<file path="src/rtl/i2c_pkg.sv">
// Shared I2C definitions: bus ACK levels, default target address and target FSM states.
package i2c_pkg;

  localparam logic I2C_ACK  = 1'b0;
  localparam logic I2C_NACK = 1'b1;

  localparam logic [6:0] I2C_DEFAULT_ADDR  = 7'b0110100;
  localparam logic [7:0] I2C_UNDERRUN_BYTE = 8'hFF;

  typedef enum logic [2:0] {
    StIdle,
    StAddr,
    StAddrAck,
    StWrData,
    StWrAck,
    StRdData,
    StRdAck,
    StIgnore
  } i2c_state_e;

endpackage

</file>
<file path="src/rtl/i2c_line_filter.sv">
// Two-flop synchronizer and glitch filter for one I2C line, with edge strobes
// aligned to the filtered level.
module i2c_line_filter #(
  parameter int unsigned FILTER_LEN = 3
) (
  input  logic clk,
  input  logic rst,
  input  logic line,
  output logic level,
  output logic rise,
  output logic fall
);

  localparam int unsigned CntW = (FILTER_LEN > 1) ? $clog2(FILTER_LEN) : 1;
  localparam logic [CntW-1:0] CntMax = CntW'(FILTER_LEN - 1);

  logic            sync1_q, sync2_q;
  logic            level_q, prev_q;
  logic [CntW-1:0] cnt_q, cnt_d;
  logic            level_d;

  // The filtered level flips only after FILTER_LEN consecutive differing samples.
  always_comb begin
    cnt_d   = cnt_q;
    level_d = level_q;
    if (sync2_q == level_q) begin
      cnt_d = '0;
    end else if (cnt_q == CntMax) begin
      level_d = sync2_q;
      cnt_d   = '0;
    end else begin
      cnt_d = cnt_q + CntW'(1);
    end
  end

  always_ff @(posedge clk) begin
    if (rst) begin
      sync1_q <= 1'b1;
      sync2_q <= 1'b1;
      level_q <= 1'b1;
      prev_q  <= 1'b1;
      cnt_q   <= '0;
    end else begin
      sync1_q <= line;
      sync2_q <= sync1_q;
      level_q <= level_d;
      prev_q  <= level_q;
      cnt_q   <= cnt_d;
    end
  end

  assign level = level_q;
  assign rise  = level_q & ~prev_q;
  assign fall  = ~level_q & prev_q;

endmodule

</file>
<file path="src/rtl/i2c_target_port.sv">
// I2C target: matches a 7-bit address, ACKs and delivers write bytes to the fabric and
// shifts out fabric-supplied bytes on reads. Never stretches SCL.
module i2c_target_port
  import i2c_pkg::*;
#(
  parameter logic [6:0]  TARGET_ADDR = I2C_DEFAULT_ADDR,
  parameter int unsigned FILTER_LEN  = 3
) (
  input  logic       clk,
  input  logic       rst,
  input  logic       scl_i,
  input  logic       sda_i,
  output logic       sda_oe,
  output logic [7:0] rx_data,
  output logic       rx_valid,
  output logic       rx_first,
  input  logic [7:0] tx_data,
  input  logic       tx_valid,
  output logic       tx_ready,
  output logic       busy,
  output logic       stop_pulse
);

  logic scl_lvl, scl_rise, scl_fall;
  logic sda_lvl, sda_rise, sda_fall;

  i2c_line_filter #(
    .FILTER_LEN(FILTER_LEN)
  ) u_scl_filter (
    .clk  (clk),
    .rst  (rst),
    .line (scl_i),
    .level(scl_lvl),
    .rise (scl_rise),
    .fall (scl_fall)
  );

  i2c_line_filter #(
    .FILTER_LEN(FILTER_LEN)
  ) u_sda_filter (
    .clk  (clk),
    .rst  (rst),
    .line (sda_i),
    .level(sda_lvl),
    .rise (sda_rise),
    .fall (sda_fall)
  );

  logic start_det, stop_det;
  assign start_det = sda_fall & scl_lvl;
  assign stop_det  = sda_rise & scl_lvl;

  i2c_state_e state_q, state_d;
  logic [3:0] bit_cnt_q, bit_cnt_d;
  logic [7:0] shift_q, shift_d;
  logic       phase_q, phase_d;
  logic       rw_q, rw_d;
  logic       first_q, first_d;
  logic       sda_oe_q, sda_oe_d;
  logic [7:0] rx_data_q, rx_data_d;
  logic       rx_valid_q, rx_valid_d;
  logic       rx_first_q, rx_first_d;
  logic       busy_q, busy_d;
  logic       stop_pulse_q, stop_pulse_d;
  logic       load_en;
  logic [7:0] tx_byte;

  always_comb begin
    state_d      = state_q;
    bit_cnt_d    = bit_cnt_q;
    shift_d      = shift_q;
    phase_d      = phase_q;
    rw_d         = rw_q;
    first_d      = first_q;
    sda_oe_d     = sda_oe_q;
    rx_data_d    = rx_data_q;
    rx_valid_d   = 1'b0;
    rx_first_d   = rx_first_q;
    busy_d       = busy_q;
    stop_pulse_d = 1'b0;
    load_en      = 1'b0;
    tx_byte      = tx_valid ? tx_data : I2C_UNDERRUN_BYTE;

    // Bus conditions take priority over any bit or ACK action in the same cycle.
    if (start_det) begin
      state_d   = StAddr;
      bit_cnt_d = '0;
      phase_d   = 1'b0;
      sda_oe_d  = 1'b0;
      busy_d    = 1'b0;
    end else if (stop_det) begin
      state_d      = StIdle;
      sda_oe_d     = 1'b0;
      busy_d       = 1'b0;
      stop_pulse_d = busy_q;
    end else begin
      case (state_q)
        StAddr, StWrData: begin
          if (scl_rise) begin
            shift_d   = {shift_q[6:0], sda_lvl};
            bit_cnt_d = bit_cnt_q + 4'd1;
            if (bit_cnt_q == 4'd7) begin
              phase_d = 1'b0;
              if (state_q == StAddr) begin
                rw_d = sda_lvl;
                if (shift_q[6:0] == TARGET_ADDR) begin
                  state_d = StAddrAck;
                  busy_d  = 1'b1;
                  first_d = 1'b1;
                end else begin
                  state_d = StIgnore;
                end
              end else begin
                rx_data_d  = {shift_q[6:0], sda_lvl};
                rx_valid_d = 1'b1;
                rx_first_d = first_q;
                first_d    = 1'b0;
                state_d    = StWrAck;
              end
            end
          end
        end
        // First SCL fall pulls SDA for the ACK slot, the second ends it.
        StAddrAck, StWrAck: begin
          if (scl_fall) begin
            if (!phase_q) begin
              sda_oe_d = 1'b1;
              phase_d  = 1'b1;
            end else begin
              sda_oe_d  = 1'b0;
              phase_d   = 1'b0;
              bit_cnt_d = '0;
              if (state_q == StAddrAck && rw_q) begin
                load_en = 1'b1;
              end else begin
                state_d = StWrData;
              end
            end
          end
        end
        StRdData: begin
          if (scl_fall) begin
            if (bit_cnt_q == 4'd8) begin
              sda_oe_d = 1'b0;
              phase_d  = 1'b0;
              state_d  = StRdAck;
            end else begin
              sda_oe_d  = ~shift_q[7];
              shift_d   = {shift_q[6:0], 1'b1};
              bit_cnt_d = bit_cnt_q + 4'd1;
            end
          end
        end
        // phase_q marks an ACK seen; the next byte loads on the following fall.
        StRdAck: begin
          if (scl_rise && !phase_q) begin
            if (sda_lvl == I2C_NACK) begin
              busy_d  = 1'b0;
              state_d = StIgnore;
            end else begin
              phase_d = 1'b1;
            end
          end else if (scl_fall && phase_q) begin
            load_en = 1'b1;
          end
        end
        default: ;
      endcase

      if (load_en) begin
        sda_oe_d  = ~tx_byte[7];
        shift_d   = {tx_byte[6:0], 1'b1};
        bit_cnt_d = 4'd1;
        phase_d   = 1'b0;
        state_d   = StRdData;
      end
    end
  end

  always_ff @(posedge clk) begin
    if (rst) begin
      state_q      <= StIdle;
      bit_cnt_q    <= '0;
      shift_q      <= '0;
      phase_q      <= 1'b0;
      rw_q         <= 1'b0;
      first_q      <= 1'b0;
      sda_oe_q     <= 1'b0;
      rx_data_q    <= '0;
      rx_valid_q   <= 1'b0;
      rx_first_q   <= 1'b0;
      busy_q       <= 1'b0;
      stop_pulse_q <= 1'b0;
    end else begin
      state_q      <= state_d;
      bit_cnt_q    <= bit_cnt_d;
      shift_q      <= shift_d;
      phase_q      <= phase_d;
      rw_q         <= rw_d;
      first_q      <= first_d;
      sda_oe_q     <= sda_oe_d;
      rx_data_q    <= rx_data_d;
      rx_valid_q   <= rx_valid_d;
      rx_first_q   <= rx_first_d;
      busy_q       <= busy_d;
      stop_pulse_q <= stop_pulse_d;
    end
  end

  assign sda_oe     = sda_oe_q;
  assign rx_data    = rx_data_q;
  assign rx_valid   = rx_valid_q;
  assign rx_first   = rx_first_q;
  assign tx_ready   = load_en & tx_valid;
  assign busy       = busy_q;
  assign stop_pulse = stop_pulse_q;

endmodule

</file>
<file path="config.mk">
export PLATFORM = sky130hd
export DESIGN_NAME = i2c_target_port
export DESIGN_NICKNAME = d
export VERILOG_FILES = /design/src/rtl/i2c_pkg.sv /design/src/rtl/i2c_line_filter.sv /design/src/rtl/i2c_target_port.sv
export SDC_FILE = /design/constraint.sdc
export NUM_CORES = 1
export LEC_CHECK = 0
export ABC_CLOCK_PERIOD_IN_PS = 2950
export BUFFER_PORTS_ARGS = -buffer_cell sky130_fd_sc_hd__buf_2
export CAP_MARGIN = 20
export CORE_MARGIN = 2
export CORE_UTILIZATION = 60
export DETAILED_ROUTE_END_ITERATION = 10
export PLACE_DENSITY_LB_ADDON = 0.12
export SLEW_MARGIN = 40
export SYNTH_ARGS = -nofsm -noshare
export SYNTH_HDL_FRONTEND = slang
export SYNTH_SLANG_ARGS = --single-unit
</file>
<file path="constraint.sdc">
create_clock -name clk -period 2.95 [get_ports clk]
set_input_delay 0.4425 -clock clk [delete_from_list [all_inputs] [get_ports clk]]
set_output_delay 0.4425 -clock clk [all_outputs]
set_load 0.1 [all_outputs]
</file>
==> qor.yml <==
outcome: "finished, final reports clean"
slew_violations: 0
yosys_warnings: 0
antenna_found_initial: 0
post_cts_buffers: 0
slowest_delay_ps: 670
path_delay_family: "flip-flops"
wl_per_cell_um: 14.9
grt_pass1_vias: 1765
multiInputGateArea_sq_um: 1280
synth_top_cells_by_count: "dfxtp_1 (43), a21oi_1 (28), nand2_1 (19)"
grt_pass1_wl_um: 8270
hold_buffers: 0
critical_path_required_ps: 3150
clockBufferDepth: 2
die_width_um: 65.2
hold_viol_final: 0
grt_max_degree: 28
ys_ff_latch: 43
arrival_ps: 2410
vias: 2016
hp-class: "primary input to register"
first_pass_iters: 5
gr-usage-all-layers: 0.252
cp_max_fo: 17
wirelength_um: 4960
worstMarginPinSlew_ps: 555
start_util: 0.618
routabilityCongestion: 0.907
htree_levels: 2
fin_total_pwr_mw: 0.975
async_flop_share: 0
drv_cap: 0
cp-end-kind: "register"
clock-sinks: 43
ios: 27
start_kind: "register"
die_y_um: 65.2
ys_top_cells_by_area: "dfxtp_1 (38%), a21oi_1 (6.2%), nand3_1 (3.3%), nand3b_1 (3.3%), nand2_1 (3.2%)"
synth_top_area_share: 0.383
drc: 0
grt-ovfl-total: 0
dpl.hpwl_um: 3580
fillers: 345
period_share: 0.747
power.density_nw_per_um2: 392
antenna_left: 0
synth_area_sq_um: 2250
synth.net_count: 281
viasPerCell: 6.05
synth_ff_type: "dfxtp_1"
synth-edff-count: 0
coreArea_sq_um: 3630
p_leak_nw: 0.931
numPortBuffers: 26
insertion_delay_ps: 290
relSlewSlack: 0.629
dieArea_sq_um: 4250
rows: 22
setup_tns_ps: 0
worstPathCellList: "inv_1 > o211a_1 > or3_4 > or2_1 > a311oi_1"
postSynthAreaPerCell_sq_um: 8.51
antenna_cells: 0
cts-buffers-inserted: 5
crit_type: "register to register"
nNetsFinal: 301
yosysMostFrequentCell: "dfxtp_1"
synthToLayoutAreaGrowth_pct: 10.5
setup_viol: 0
clock.fmax_mhz: 454
ctsResizeCount: 0
critPathSlowestCell: "dfxtp_1"
fin_worst_skew_ps: 6.72
syn_inst: 264
cts_tree: "built"
synth_top_area_cell: "dfxtp_1"
drt_iter0_drc: 401
period_needed_ps: 2200
drive_gt1_frac: 0.175
rsz0062_at_grt: "no"
register_area_sq_um: 861
cts_root_buffer: "clkbuf_8"
synth_cell_types: 58
ys_seq_area_frac: 0.383
peakVddDrop_v: 0.000261
cp_num_buf_inv: 1
clk_pin_slew_worst_paths_ps: 80
## layout by cell type, fill, tap and decap left out, types with 3 or more instances in the layout
cell,synthesis,layout
nor2_1,18,18
a21oi_1,28,28
or2_2,5,5
buf_2,5,25
o21ai_0,8,8
dfxtp_1,43,43
o211ai_1,8,8
or3_1,3,3
inv_1,9,9
and2_1,4,4
nand2_1,19,19
clkbuf_8,0,5
nor3_1,8,7
nand3_1,15,15
buf_4,0,3
xnor2_1,3,3
nand2b_1,10,10
nor3b_1,3,3
ha_1,4,4
nand3b_1,10,10
## path summary, 6_finish.rpt
check,from,to,slack (ps),cells past startpoint
setup reg to reg,state_q[0],state_q[0],750,5
hold reg to reg,u_sda_filter.sync1_q,u_sda_filter.sync2_q,410,1
setup / recovery,state_q[0],state_q[0],750,5
hold / removal,scl_i,u_scl_filter.sync1_q,330,2
## cells by family after synthesis
| logic type | after synthesis | synth area share |
|---|---|---|
| mux | 2 | 0.00891 |
| buf+inv | 25 | 0.0512 |
| flops | 43 | 0.383 |
| fa+ha+maj | 4 | 0.0223 |
| simple gates | 116 | 0.307 |
| xor+xnor | 4 | 0.0156 |
| compound gates | 70 | 0.212 |
## per-layer routing
metal | vias to the layer above | share of wire | track usage
met5 | - | 0 | 0
met4 | 0 | 0.015 | 0.0885
met3 | 11 | 0.067 | 0.0548
met2 | 83 | 0.47 | 0.393
met1 | 924 | 0.45 | 0.346
li1 | 998 | - | -
## sequential cells by signal, summed over array words and instances (netlist names), 2 cells and up
| name | count |
|---|---|
| rx_data | 8 |
| shift_q | 8 |
| bit_cnt_q | 4 |
| state_q | 3 |
| u_scl_filter.cnt_q | 2 |
| u_sda_filter.cnt_q | 2 |
## power by group
group / switching (mW) / total (mW) / internal (mW) / leakage, nW
clock: 0.193 / 0.358 / 0.165 / 0.0412
sequential: 0.00241 / 0.586 / 0.584 / 0.348
combinational: 0.0170 / 0.0303 / 0.0133 / 0.542
total: 0.212 / 0.975 / 0.762 / 0.931
## per-stage QoR
stage	cells	hold slack [ps]	utilization	area, sq um	setup slack (ps)
final	333	329	0.684	2480	746
after global routing	333	320	0.684	2480	593
after CTS	333	322	0.684	2480	762
after detailed placement	325	395	0.660	2400	796
after global placement	325	391	0.660	2400	841
after floorplan	264	389	-	2250	937
## layout make-up
cell class,count,share of cell area
multi-input cells,196,0.514
flip-flops and latches,43,0.347
repair buffers,29,0.0675
clock buffers,6,0.0292
well taps,48,0.0242
inverters,9,0.0136
clock inverters,2,0.00504
(Power assumes the default switching activity.)
